### src/rtl/seg7_pkg.sv
// Shared constants for the multiplexed 7-segment capture path: legal
// active-low segment patterns ({g,f,e,d,c,b,a}), anode codes and FSM states.
package seg7_pkg;

   localparam logic [6:0] SEG7_0 = 7'b1000000;
   localparam logic [6:0] SEG7_1 = 7'b1111001;
   localparam logic [6:0] SEG7_2 = 7'b0100100;
   localparam logic [6:0] SEG7_3 = 7'b0110000;
   localparam logic [6:0] SEG7_4 = 7'b0011001;
   localparam logic [6:0] SEG7_5 = 7'b0010010;
   localparam logic [6:0] SEG7_6 = 7'b0000010;
   localparam logic [6:0] SEG7_7 = 7'b1111000;
   localparam logic [6:0] SEG7_8 = 7'b0000000;
   localparam logic [6:0] SEG7_9 = 7'b0010000;
   localparam logic [6:0] SEG7_A = 7'b0001000;
   localparam logic [6:0] SEG7_B = 7'b0000011;
   localparam logic [6:0] SEG7_C = 7'b1000110;
   localparam logic [6:0] SEG7_D = 7'b0100001;
   localparam logic [6:0] SEG7_E = 7'b0000110;
   localparam logic [6:0] SEG7_F = 7'b0001110;

   // Active-low digit enables
   localparam logic [1:0] AN_LO  = 2'b10;
   localparam logic [1:0] AN_HI  = 2'b01;
   localparam logic [1:0] AN_OFF = 2'b11;

   typedef enum logic [0:0] {
      HUNT_LO = 1'b0,
      WAIT_HI = 1'b1
   } seg7_state_t;

endpackage

### src/rtl/seg7_decode.sv
// Combinational 7-segment pattern to hex nibble decoder; ok is low for any
// pattern outside the 16 legal digit shapes.
module seg7_decode
   import seg7_pkg::*;
(
   input  logic [6:0] seg,
   output logic [3:0] nibble,
   output logic       ok
);

   // Reverse lookup of the active-low segment pattern
   always_comb begin
      nibble = 4'h0;
      ok     = 1'b1;
      case (seg)
         SEG7_0:  nibble = 4'h0;
         SEG7_1:  nibble = 4'h1;
         SEG7_2:  nibble = 4'h2;
         SEG7_3:  nibble = 4'h3;
         SEG7_4:  nibble = 4'h4;
         SEG7_5:  nibble = 4'h5;
         SEG7_6:  nibble = 4'h6;
         SEG7_7:  nibble = 4'h7;
         SEG7_8:  nibble = 4'h8;
         SEG7_9:  nibble = 4'h9;
         SEG7_A:  nibble = 4'hA;
         SEG7_B:  nibble = 4'hB;
         SEG7_C:  nibble = 4'hC;
         SEG7_D:  nibble = 4'hD;
         SEG7_E:  nibble = 4'hE;
         SEG7_F:  nibble = 4'hF;
         default: ok = 1'b0;
      endcase
   end

endmodule

### src/rtl/seg7_capture.sv
// Receive-side capture of a multiplexed two-digit 7-segment bus. Synchronises
// seg/an, waits for STABLE_CYCLES identical samples, decodes the digit and
// assembles {high, low} into value with a one-cycle valid strobe.
// Optional: SEG7_CAPTURE_CHANGE_ONLY_EN suppresses valid for an unchanged byte
// (the first capture after reset always pulses).
module seg7_capture
   import seg7_pkg::*;
#(
   parameter int unsigned STABLE_CYCLES = 4
) (
   input  logic       clk,
   input  logic       rst_n,
   input  logic [6:0] seg,
   input  logic [1:0] an,
   output logic [7:0] value,
   output logic       valid,
   output logic       err
);

   localparam logic [7:0] STABLE_LIM = STABLE_CYCLES[7:0];

   logic [8:0]  sync1_q, sync2_q, prev_q;
   logic [7:0]  cnt_q, cnt_d;
   logic        accept;
   logic [3:0]  nibble;
   logic        ok;
   logic [6:0]  samp_seg;
   logic [1:0]  samp_an;

   seg7_state_t state_q, state_d;
   logic [3:0]  lo_q, lo_d;
   logic [7:0]  value_q, value_d;
   logic        valid_q, valid_d;
   logic        err_q, err_d;
`ifdef SEG7_CAPTURE_CHANGE_ONLY_EN
   logic        first_q, first_d;
`endif

   assign samp_seg = sync2_q[6:0];
   assign samp_an  = sync2_q[8:7];

   // Two-flop synchroniser plus previous-sample register; idle is all-off (1s)
   always_ff @(posedge clk or negedge rst_n) begin
      if (!rst_n) begin
         sync1_q <= '1;
         sync2_q <= '1;
         prev_q  <= '1;
      end else begin
         sync1_q <= {an, seg};
         sync2_q <= sync1_q;
         prev_q  <= sync2_q;
      end
   end

   // Stability counter; accept fires only on the cycle it reaches the limit
   always_comb begin
      cnt_d = cnt_q;
      if (sync2_q != prev_q) begin
         cnt_d = 8'd0;
      end else if (cnt_q != STABLE_LIM) begin
         cnt_d = cnt_q + 8'd1;
      end
      accept = (cnt_d == STABLE_LIM) && (cnt_q != STABLE_LIM) &&
               ((samp_an == AN_LO) || (samp_an == AN_HI));
   end

   seg7_decode u_decode (
      .seg    (samp_seg),
      .nibble (nibble),
      .ok     (ok)
   );

   // Capture FSM next-state and registered-output logic
   always_comb begin
      state_d = state_q;
      lo_d    = lo_q;
      value_d = value_q;
      valid_d = 1'b0;
      err_d   = 1'b0;
`ifdef SEG7_CAPTURE_CHANGE_ONLY_EN
      first_d = first_q;
`endif
      if (accept) begin
         if (!ok) begin
            err_d   = 1'b1;
            state_d = HUNT_LO;
         end else begin
            case (state_q)
               HUNT_LO: begin
                  if (samp_an == AN_LO) begin
                     lo_d    = nibble;
                     state_d = WAIT_HI;
                  end
               end
               WAIT_HI: begin
                  if (samp_an == AN_LO) begin
                     lo_d = nibble;
                  end else begin
                     value_d = {nibble, lo_q};
                     state_d = HUNT_LO;
`ifdef SEG7_CAPTURE_CHANGE_ONLY_EN
                     valid_d = first_q || ({nibble, lo_q} != value_q);
                     first_d = 1'b0;
`else
                     valid_d = 1'b1;
`endif
                  end
               end
               default: state_d = HUNT_LO;
            endcase
         end
      end
   end

   // State and output registers
   always_ff @(posedge clk or negedge rst_n) begin
      if (!rst_n) begin
         cnt_q   <= 8'd0;
         state_q <= HUNT_LO;
         lo_q    <= 4'h0;
         value_q <= 8'h00;
         valid_q <= 1'b0;
         err_q   <= 1'b0;
`ifdef SEG7_CAPTURE_CHANGE_ONLY_EN
         first_q <= 1'b1;
`endif
      end else begin
         cnt_q   <= cnt_d;
         state_q <= state_d;
         lo_q    <= lo_d;
         value_q <= value_d;
         valid_q <= valid_d;
         err_q   <= err_d;
`ifdef SEG7_CAPTURE_CHANGE_ONLY_EN
         first_q <= first_d;
`endif
      end
   end

   assign value = value_q;
   assign valid = valid_q;
   assign err   = err_q;

endmodule

### config.mk
export PLATFORM = sky130hd
export DESIGN_NAME = seg7_capture
export DESIGN_NICKNAME = d
export VERILOG_FILES = /design/src/rtl/seg7_pkg.sv /design/src/rtl/seg7_decode.sv /design/src/rtl/seg7_capture.sv
export SDC_FILE = /design/constraint.sdc
export NUM_CORES = 1
export LEC_CHECK = 0
export ABC_AREA = 0
export CORE_MARGIN = 2
export CORE_UTILIZATION = 35
export DETAILED_ROUTE_END_ITERATION = 7
export DONT_BUFFER_PORTS = 1
export GPL_ROUTABILITY_DRIVEN = 0
export HOLD_SLACK_MARGIN = 0.03
export PLACE_DENSITY = 0.59
export SYNTH_ARGS = -nofsm -noshare
export SYNTH_HDL_FRONTEND = slang
export SYNTH_SLANG_ARGS = --single-unit
### constraint.sdc
create_clock -name clk -period 2.4 [get_ports clk]
set_input_delay 0.36 -clock clk [delete_from_list [all_inputs] [get_ports clk]]
set_output_delay 0.36 -clock clk [all_outputs]
set_load 0.01 [all_outputs]
After elaboration in Yosys (flattened, before gate mapping)
Cells that the tools add are included.
{"block": "totals", "reg_bits": 50, "input_bits": 11, "output_inout_bits": 10, "wordCells": 51}
{"block": "classes", "add_sub_neg": 1, "eq_ne": 20, "muxes": 13, "n_bitwise": 1, "n_reduce_logical": 7}
{"cell": "case mux 4 bit (15 select lines)", "n": 1}
{"cell": "equality test 7 bit (second input constant)", "n": 4}
{"cell": "equality test 7 x 5 -> 1 bit (second input constant)", "n": 3}
{"cell": "equality test 7 x 6 -> 1 bit (second input constant)", "n": 3}
{"cell": "2-to-1 mux 8 bit", "n": 2}
{"cell": "OR reduction 16 bit", "n": 1}
{"cell": "equality test 7 x 2 -> 1 bit (second input constant)", "n": 2}
{"cell": "equality test 7 x 4 -> 1 bit (second input constant)", "n": 2}
{"cell": "2-to-1 mux 1 bit", "n": 9}
{"cell": "inequality test 9 bit", "n": 1}
{"cell": "adder 8 x 1 -> 8 bit (second input constant)", "n": 1}
{"cell": "equality test 8 x 3 -> 1 bit (second input constant)", "n": 1}
{"cell": "inequality test 8 x 3 -> 1 bit (second input constant)", "n": 1}
{"cell": "equality test 7 x 3 -> 1 bit (second input constant)", "n": 1}
{"cell": "zero test 7 bit", "n": 1}
{"cell": "2-to-1 mux 4 bit", "n": 1}
{"cell": "AND reduction 4 bit", "n": 1}
{"cell": "AND reduction 3 bit", "n": 1}
{"cell": "equality test 2 x 1 -> 1 bit (second input constant)", "n": 1}
{"cell": "equality test 2 bit (second input constant)", "n": 1}
{"cell": "logical AND 1 bit", "n": 2}
{"cell": "logical OR 1 bit", "n": 1}
{"cell": "NOT 1 bit", "n": 1}

Depth between registers and ports, before layout
Gate-level depths: netlist of the first run.
{"block": "logic_depth", "word_depth": 7, "depth_mapped": 7, "ltp_nobuf": 7}

Modules after synthesis
From an unflattened synthesis of the first run, not the netlist that was laid out.
{"block": "unflattened", "cells_unflattened": 194, "hier_area_um2": 2306.0}
{"mod": "seg7_capture", "n_inst": 1, "cells_per_inst": 131, "area_per_inst_um2": 1913.1, "seq_area_each_um2": 1285.0}
{"mod": "seg7_decode", "n_inst": 1, "cells_per_inst": 63, "area_per_inst_um2": 392.9, "seq_area_each_um2": 0.0}

Worst setup path before layout of the first run
OpenSTA, ideal clock, no wires.
{"block": "synth_path", "path_kind": "reg2reg", "from": "register sync2_q[6]", "to": "register value_q[0], in the netlist value[0]", "setup_time_ns": 0.125, "arrival_time_ns": 2.229, "required_ns": 2.275, "slack_ns": 0.046, "path_stages_with_launch": 8, "n_path_buf": 1, "synth_period_minus_slack_ns": 2.354, "path_cell_list": "dfstp_2 buf_2 nor4b_1 a31oi_1 or4_1 nand4_1 nor4b_4 mux2_2"}
{"block": "synth_via", "elab_chain_cells": 6, "elab_cells_between_ends": 24, "cone_classes": "eq/ne (17); mux (2); reduce/logical (5)"}
{"element": "start, declared", "line_no": "seg7_capture.sv:22", "rtl": "logic [8:0] sync1_q, sync2_q, prev_q;"}
{"element": "start signal, assigned", "line_no": "seg7_capture.sv:50", "rtl": "sync2_q <= sync1_q;"}
{"element": "inequality test 9 bit", "line_no": "seg7_capture.sv:58", "rtl": "if (sync2_q != prev_q) begin"}
{"element": "2-to-1 mux 8 bit", "line_no": "seg7_capture.sv:58"}
{"element": "equality test 8 x 3 -> 1 bit", "line_no": "seg7_capture.sv:63", "rtl": "accept = (cnt_d == STABLE_LIM) && (cnt_q != STABLE_LIM) &&"}
{"element": "logical AND 1 bit (2 in series)", "line_no": "seg7_capture.sv:63"}
{"element": "AND reduction 4 bit (no line) *"}
{"element": "end signal, assigned", "line_no": "seg7_capture.sv:131", "rtl": "value_q <= value_d;"}
{"element": "end, declared", "line_no": "seg7_capture.sv:32", "rtl": "logic [7:0] value_q, value_d;"}
Mark *: on every way between the ends. The rest lies on a longest branch, timed or not.
A chain may end at the register's enable or synchronous reset.

Final worst setup path of the first run
{"block": "layout_path", "from": "register cnt_q[0]", "to": "register value_q[1], in the netlist value[1]"}
{"block": "layout_via", "elab_chain_cells": 7, "elab_cells_between_ends": 8, "cone_classes": "add/sub (1); eq/ne (2); mux (2); reduce/logical (3)"}
{"element": "start, declared", "line_no": "seg7_capture.sv:23", "rtl": "logic [7:0] cnt_q, cnt_d;"}
{"element": "start signal, assigned", "line_no": "seg7_capture.sv:128", "rtl": "cnt_q <= cnt_d;"}
{"element": "adder 8 x 1 -> 8 bit / inequality test 8 x 3 -> 1 bit (equally long branches)", "line_no": "seg7_capture.sv:61, seg7_capture.sv:60, seg7_capture.sv:63"}
{"element": "2-to-1 mux 8 bit", "line_no": "seg7_capture.sv:60", "rtl": "end else if (cnt_q != STABLE_LIM) begin"}
{"element": "2-to-1 mux 8 bit", "line_no": "seg7_capture.sv:58"}
{"element": "equality test 8 x 3 -> 1 bit", "line_no": "seg7_capture.sv:63"}
{"element": "logical AND 1 bit * (2 in series)", "line_no": "seg7_capture.sv:63"}
{"element": "AND reduction 4 bit (no line) *"}
Marked as above.

==> results of run 1 <==
critical path: cells and delay by family, from the launching register on:
family,cells,cell delay (ps)
flip-flops,1,430
adder cells (fa/ha/maj),1,340
multiplexers,1,320
buffers and inverters,2,280
AND/OR/NAND/NOR,4,830
cells by family after synthesis:
group	after synthesis	share of synthesized area (%)
flops	50	57.2
xor+xnor	17	6.63
simple gates	68	19.7
buf+inv	15	3.62
fa+ha+maj	3	1.67
compound gates	16	4.63
mux	13	6.47
through the flow:
step | total power, mW | setup TNS [ps]
2_1_floorplan | 0.969 | 0
3_3_place_gp | 0.985 | -1.92
3_5_place_dp | 0.987 | 0
4_1_cts | 1.66 | 0
5_1_grt | 1.72 | -417
6_report | 1.65 | 0
cell usage after synthesis, types with 4 or more instances:
| cell type | count | share of area (%) |
|---|---|---|
| sky130_fd_sc_hd__o21ai_0 | 5 | 1.1 |
| sky130_fd_sc_hd__mux2_2 | 12 | 6.0 |
| sky130_fd_sc_hd__nor2_1 | 14 | 2.3 |
| sky130_fd_sc_hd__xnor2_1 | 11 | 4.3 |
| sky130_fd_sc_hd__nor3_1 | 6 | 1.3 |
| sky130_fd_sc_hd__inv_1 | 7 | 1.2 |
| sky130_fd_sc_hd__nand4_1 | 5 | 1.4 |
| sky130_fd_sc_hd__nand3_1 | 7 | 1.6 |
| sky130_fd_sc_hd__dfrtp_1 | 23 | 26 |
| sky130_fd_sc_hd__xor2_1 | 6 | 2.3 |
| sky130_fd_sc_hd__dfstp_2 | 27 | 32 |
| sky130_fd_sc_hd__nand2_1 | 9 | 1.5 |
| sky130_fd_sc_hd__buf_2 | 4 | 0.89 |
worst paths after layout:
| path | endpoint | slack [ps] | cells past startpoint |
|---|---|---|---|
| worst max-delay path | value[1] | 100 | 8 |
| worst max register to register | value[1] | 100 | 8 |
| worst min register to register | sync2_q[6] | 360 | 0 |
| min in group asynchronous | cnt_q[7] | 560 | 2 |
| max in group asynchronous | sync2_q[4] | 1560 | 2 |
| worst min-delay path | sync1_q[7] | 50 | 0 |
registers in the layout, summed over array words and instances (netlist names):
| name | flops |
|---|---|
| cnt_q | 8 |
| value | 8 |
| valid | 1 |
| sync2_q | 9 |
| lo_q | 4 |
| prev_q | 9 |
| sync1_q | 9 |
| err | 1 |
| state_q | 1 |
cell type report:
type / count / area, um^2
fill: 593 / 3550
sequential: 50 / 1280
multi-input combinational: 117 / 920
timing repair buffer: 30 / 269
clock buffer: 8 / 133
tap: 77 / 96.3
inverter: 7 / 26.3
routing by layer:
layer	wire [um]	up-vias	track usage, %
met5	0	-	0
met4	65	0	5.13
met3	123	7	3.07
met2	1920	22	18.3
met1	1900	701	16.7
li1	-	692	-
power by group:
part           leakage (nW)  internal [mW]  switching (mW)  total [mW]
clock network        0.0678          0.361           0.275       0.636
logic                 0.466         0.0548          0.0580       0.113
registers             0.605          0.884          0.0179       0.902
repair_timing:
| action | CTS | global route |
|---|---|---|
| endpoints found under the setup margin | 7 | 10 |
| endpoints found under the hold margin | 50 | 7 |
| hold buffers | 2 | 7 |
| pin swaps | 0 | 2 |
| resized for setup | 1 | 7 |
| setup buffers | 4 | 3 |
==> flow_metrics.tcl, run 1 <==
set metrics [dict create \
    run_status "complete, no violations" \
    fp.dieW_um 84.1 \
    hpwlAfterDp_mm 2.71 \
    drt_iter0_drc 66 \
    num-nets-final 225 \
    cp-end-kind "register" \
    clock_sink_count 50 \
    synth_enable_flop_cells 0 \
    leakage_nw 1.14 \
    cp.arrival_ps 2500 \
    routed_wire_length_per_instance_um 13.9 \
    setup_viol 0 \
    layout-drive-gt1-share_pct 39.2 \
    timing.hold.worst.class "primary input to register" \
    grt_max_degree 51 \
    cts.root.buffer_cell "sky130_fd_sc_hd__clkbuf_8" \
    grt_pass1_wl_mm 6.80 \
    rsz0062_at_grt "yes" \
    final_area_um2 2730 \
    ys_warn_count 0 \
    synthesis_stage_register_bit_count 50 \
    timing.critical_path.slowest_cell_delay_ps 430 \
    dp_cells 265 \
    drtPass1Iterations 4 \
    clk_pin_slew_worst_paths_ps 90 \
    clock_latency_ps 300 \
    postSynth.topFlopCell "sky130_fd_sc_hd__dfstp_2" \
    area_growth_pct 21.6 \
    final.period_utilization_pct 95.9 \
    leading_cell_type_in_the_layout_fill_and_taps_excluded "sky130_fd_sc_hd__dfstp_2" \
    fmax_mhz 434 \
    core.rowCount 29 \
    cts_tree "yes" \
    critPathRequiredTime_ps 2590 \
    sequential_share_of_the_synthesized_area_pct 57.2 \
    critical_path.cell_chain "inv_1 -> ha_1 -> nor3_2 -> and4_1 -> nand4_2 -> nor4b_4 -> buf_4 -> mux2_2" \
    netlist_instances 182 \
    timing.hold.worst.start "an[0]" \
    crit_path_max_fanout 5 \
    final.hold.worst_slack_ps 53.4 \
    final_cell_count_no_fill 289 \
    finalHoldViolCount 0 \
    antenna_violations_before_repair 0 \
    post-route-drc-count 0 \
    routed_wl_mm 4.01 \
    dpl-instance-area_um2 2390 \
    critPathLaunchType "register" \
    design.portCount 21 \
    setup_slack_ps 98.5 \
    htreeDepth 2 \
    timing.max_slew.rel_slack_pct 69.5 \
    die_area_um2 7070 \
    post_synth_num_cell_types 46 \
    most-common-layout-cells "sky130_fd_sc_hd__dfstp_2, sky130_fd_sc_hd__dfrtp_1, sky130_fd_sc_hd__buf_4" \
    finalCoreUtilization_pct 43.5 \
    ys_async_sr_fraction_pct 100 \
    ctsLongestPathBuffers 2 \
    antenna_violating_nets_post_route 0 \
    critical_path_top_delay_cell "sky130_fd_sc_hd__dfrtp_1" \
    worst_setup_path_startpoint "cnt_q[0]" \
    synthesis.area_per_instance_um2 12.3 \
    placement.setup.worst_slack_ps 1.33 \
    crit-reg2reg-launch "cnt_q[0]" \
    report.final.slew_viol_count 0 \
    grt_use_total_pct 12.2 \
    globalRoute.totalOverflow 0 \
    start_util_pct 35.8 \
    syn_nets 196 \
    detail_routed_via_count_per_cell 4.92 \
    power.ir.vdd_worst_v 0.000379 \
    tightestPinTransition_ps 452 \
    finClkSkew_ps 7.95 \
    die-height_um 84.1 \
    routed-via-count 1422 \
    cts_bufs_inserted 5 \
    placeableCoreArea_um2 6280 \
    first_global_vias 1376 \
    num_antenna_cells 0 \
    pwr_density_cell_nw_per_um2 605 \
    timing_worst_setup_path_type "register to register" \
    port_buffers 0 \
    syn_area_um2 2240 \
    max_cap_violations 0 \
    post-route-min-period_ps 2300 \
]
No activity file was read; power rests on OpenSTA's default activity.
==> run 2, diff against run 1 <==
==> constraint.sdc (replaced) <==
create_clock -name clk -period 2.11 [get_ports clk]
set_input_delay 0.3165 -clock clk [delete_from_list [all_inputs] [get_ports clk]]
set_output_delay 0.3165 -clock clk [all_outputs]
set_load 0.01 [all_outputs]
==> run 2 against run 1 <==
  * The flow now finishes with violations (setup timing)
  * Critical endpoint unchanged
  * Die area unchanged
  * First-iteration DRC count down 23%
  * Routed wire length increased by 9.9%
  * Clock-buffer cell count down 3
  * Final cell count grew 9.3%
  * Largest power group unchanged
  * Setup slack worse by 280 ps
  * Largest cell class unchanged
==> flow_metrics.tcl, run 2 (synthesized netlist as in run 1, its figures left out) <==
set metrics [dict create \
    finalHoldViolCount 0 \
    violated_checks "setup timing" \
    cts.root.buffer_cell "sky130_fd_sc_hd__clkbuf_8" \
    grt_pass1_wl_mm 7.59 \
    power_frac_clock_pct 32.1 \
    portion_of_total_power_attributed_to_combinational_logic_pct 10.0 \
    finalCoreUtilization_pct 48.0 \
    clock_sink_count 50 \
    hpwlAfterDp_mm 2.95 \
    num-nets-final 252 \
    placeableCoreArea_um2 6280 \
    die_area_um2 7070 \
    critPathLaunchType "register" \
    most-common-layout-cells "sky130_fd_sc_hd__buf_4, sky130_fd_sc_hd__dfstp_2, sky130_fd_sc_hd__dfrtp_1" \
    antenna_violating_nets_post_route 0 \
    post-route-min-period_ps 2290 \
    cts_tree "yes" \
    routed_wire_length_per_instance_um 13.9 \
    cp.arrival_ps 2480 \
    switching_power_uw 432 \
    met2_wirelength_mm 2.16 \
    path_delay_family "simple AND/OR/NAND/NOR gates" \
    start_util_pct 35.8 \
    layout-drive-gt1-share_pct 48.5 \
    power.ir.vdd_worst_v 0.000467 \
    fp.dieW_um 84.1 \
    fin_total_pwr_mw 1.77 \
    routed_met1_length_mm 2.02 \
    first_global_vias 1590 \
    crit_path_max_fanout 8 \
    critical_path.cell_chain "buf_4 -> and4b_1 -> o21ai_0 -> and3b_1 -> nand4_1 -> nor4b_4 -> buf_6 -> mux2_4" \
    timing.hold.worst.class "register to register" \
    critical_path_top_delay_cell "sky130_fd_sc_hd__dfstp_2" \
    setup_slack_ps -183 \
    top_layer "met4" \
    internal-power_mw 1.34 \
    fmax_mhz 436 \
    register_area_um2 1280 \
    grt_use_total_pct 13.5 \
    clock_latency_ps 300 \
    area_growth_pct 34.3 \
    finClkSkew_ps 9.60 \
    drt_iter0_drc 51 \
    routed-via-count 1540 \
    power.share.switching_pct 24.3 \
    timing.max_slew.rel_slack_pct 65.1 \
    dp_cells 288 \
    run_status "finished, violations left" \
    antenna_violations_before_repair 0 \
    fill_cells 539 \
    cp.buffers_inverters 2 \
    cp-end-kind "register" \
    port_buffers 0 \
    leakage_nw 1.29 \
    final.hold.worst_slack_ps 361 \
    setup_viol 12 \
    largest_registers "prev_q (9), sync1_q (9), sync2_q (9)" \
    globalRoute.totalOverflow 0 \
    clk_pin_slew_worst_paths_ps 100 \
    seq_power_share_pct 57.9 \
    tightestPinTransition_ps 518 \
    rsz0062_at_grt "yes" \
    ctsLongestPathBuffers 2 \
    routed-wl-met3_um 148 \
    die-height_um 84.1 \
    report.final.slew_viol_count 0 \
    critPathRequiredTime_ps 2300 \
    post-route-drc-count 0 \
    grt_max_degree 51 \
    core.rowCount 29 \
    max_cap_violations 0 \
    drtPass1Iterations 4 \
    leading_cell_type_in_the_layout_fill_and_taps_excluded "sky130_fd_sc_hd__buf_4" \
    design.portCount 21 \
    timing.critical_path.slowest_cell_delay_ps 640 \
    pwr_density_cell_nw_per_um2 588 \
    final.period_utilization_pct 109 \
    final_cell_count_no_fill 316 \
    routed_wl_mm 4.41 \
    htreeDepth 2 \
    cts_bufs_inserted 5 \
    num_antenna_cells 0 \
    multi_input_comb_area_um2 1030 \
    timing_worst_setup_path_type "register to register" \
    detail_routed_via_count_per_cell 4.87 \
]
## run 2: cell types whose count changed in the layout (fill, tap and decap cells not counted), sizes merged
cell,previous run,this run
buf,22,47
clkbuf,8,5
dlygate4sd3,8,10
inv,7,10
## run 2: area by class of cell
class	instances	share of cell area [%]
timing repair buffer	57	16.1
sequential	50	42.6
clock buffer	5	2.28
tap	77	3.20
multi-input combinational	117	34.3
inverter	7	0.871
clock inverter	3	0.705
## run 2: power by group through the flow
stage               Clock [mW]  Sequential (mW)  Combinational, mW
CTS                      0.591             1.03              0.169
global route             0.628             1.03              0.197
floorplan                    0             1.03             0.0767
global placement             0             1.04             0.0995
detailed placement           0             1.04             0.0989
finish                   0.569             1.03              0.177
## run 2: path summary, 6_finish.rpt
path | start | end | slack, ps | depth (start not counted)
max | sync2_q[4] | value[1] | -180 | 8
min | sync1_q[5] | sync2_q[5] | 360 | 0
max reg2reg | sync2_q[4] | value[1] | -180 | 8
min reg2reg | sync1_q[5] | sync2_q[5] | 360 | 0
max in group asynchronous | rst_n | sync2_q[2] | 1320 | 2
min in group asynchronous | rst_n | cnt_q[6] | 500 | 2
## run 2: layer usage
metal  vias up  track usage, %
met5         -               0
met4         0            3.67
met3         8            3.56
met2        40            22.2
met1       742            17.6
li1        750               -
## run 2: repair_timing
item,in CTS,in global routing
setup buffers,9,0
pin swaps,8,2
gates resized for setup,15,13
endpoints found under the hold margin,59,0
hold buffers,11,0
setup endpoints to repair,13,14
## run 2: stage by stage
step / instance area (um^2) / setup TNS [ps] / setup slack, ps
global placement: 2580 / -2750 / -239
finish: 3020 / -2130 / -183
detailed placement: 2580 / -2870 / -266
floorplan: 2290 / -2450 / -225
global route: 3020 / -3530 / -293
CTS: 2940 / -2040 / -192
==> run 3, diff against run 2 <==
--- a/config.mk
+++ b/config.mk
@@ -8,6 +8,7 @@
 export ABC_AREA = 0
 export CORE_MARGIN = 2
 export CORE_UTILIZATION = 35
+export CTS_CLUSTER_DIAMETER = 60
 export DETAILED_ROUTE_END_ITERATION = 7
 export DONT_BUFFER_PORTS = 1
 export GPL_ROUTABILITY_DRIVEN = 0
==> results of run 3 <==
The final DEF is identical to that of run 2; final timing and power are the same.
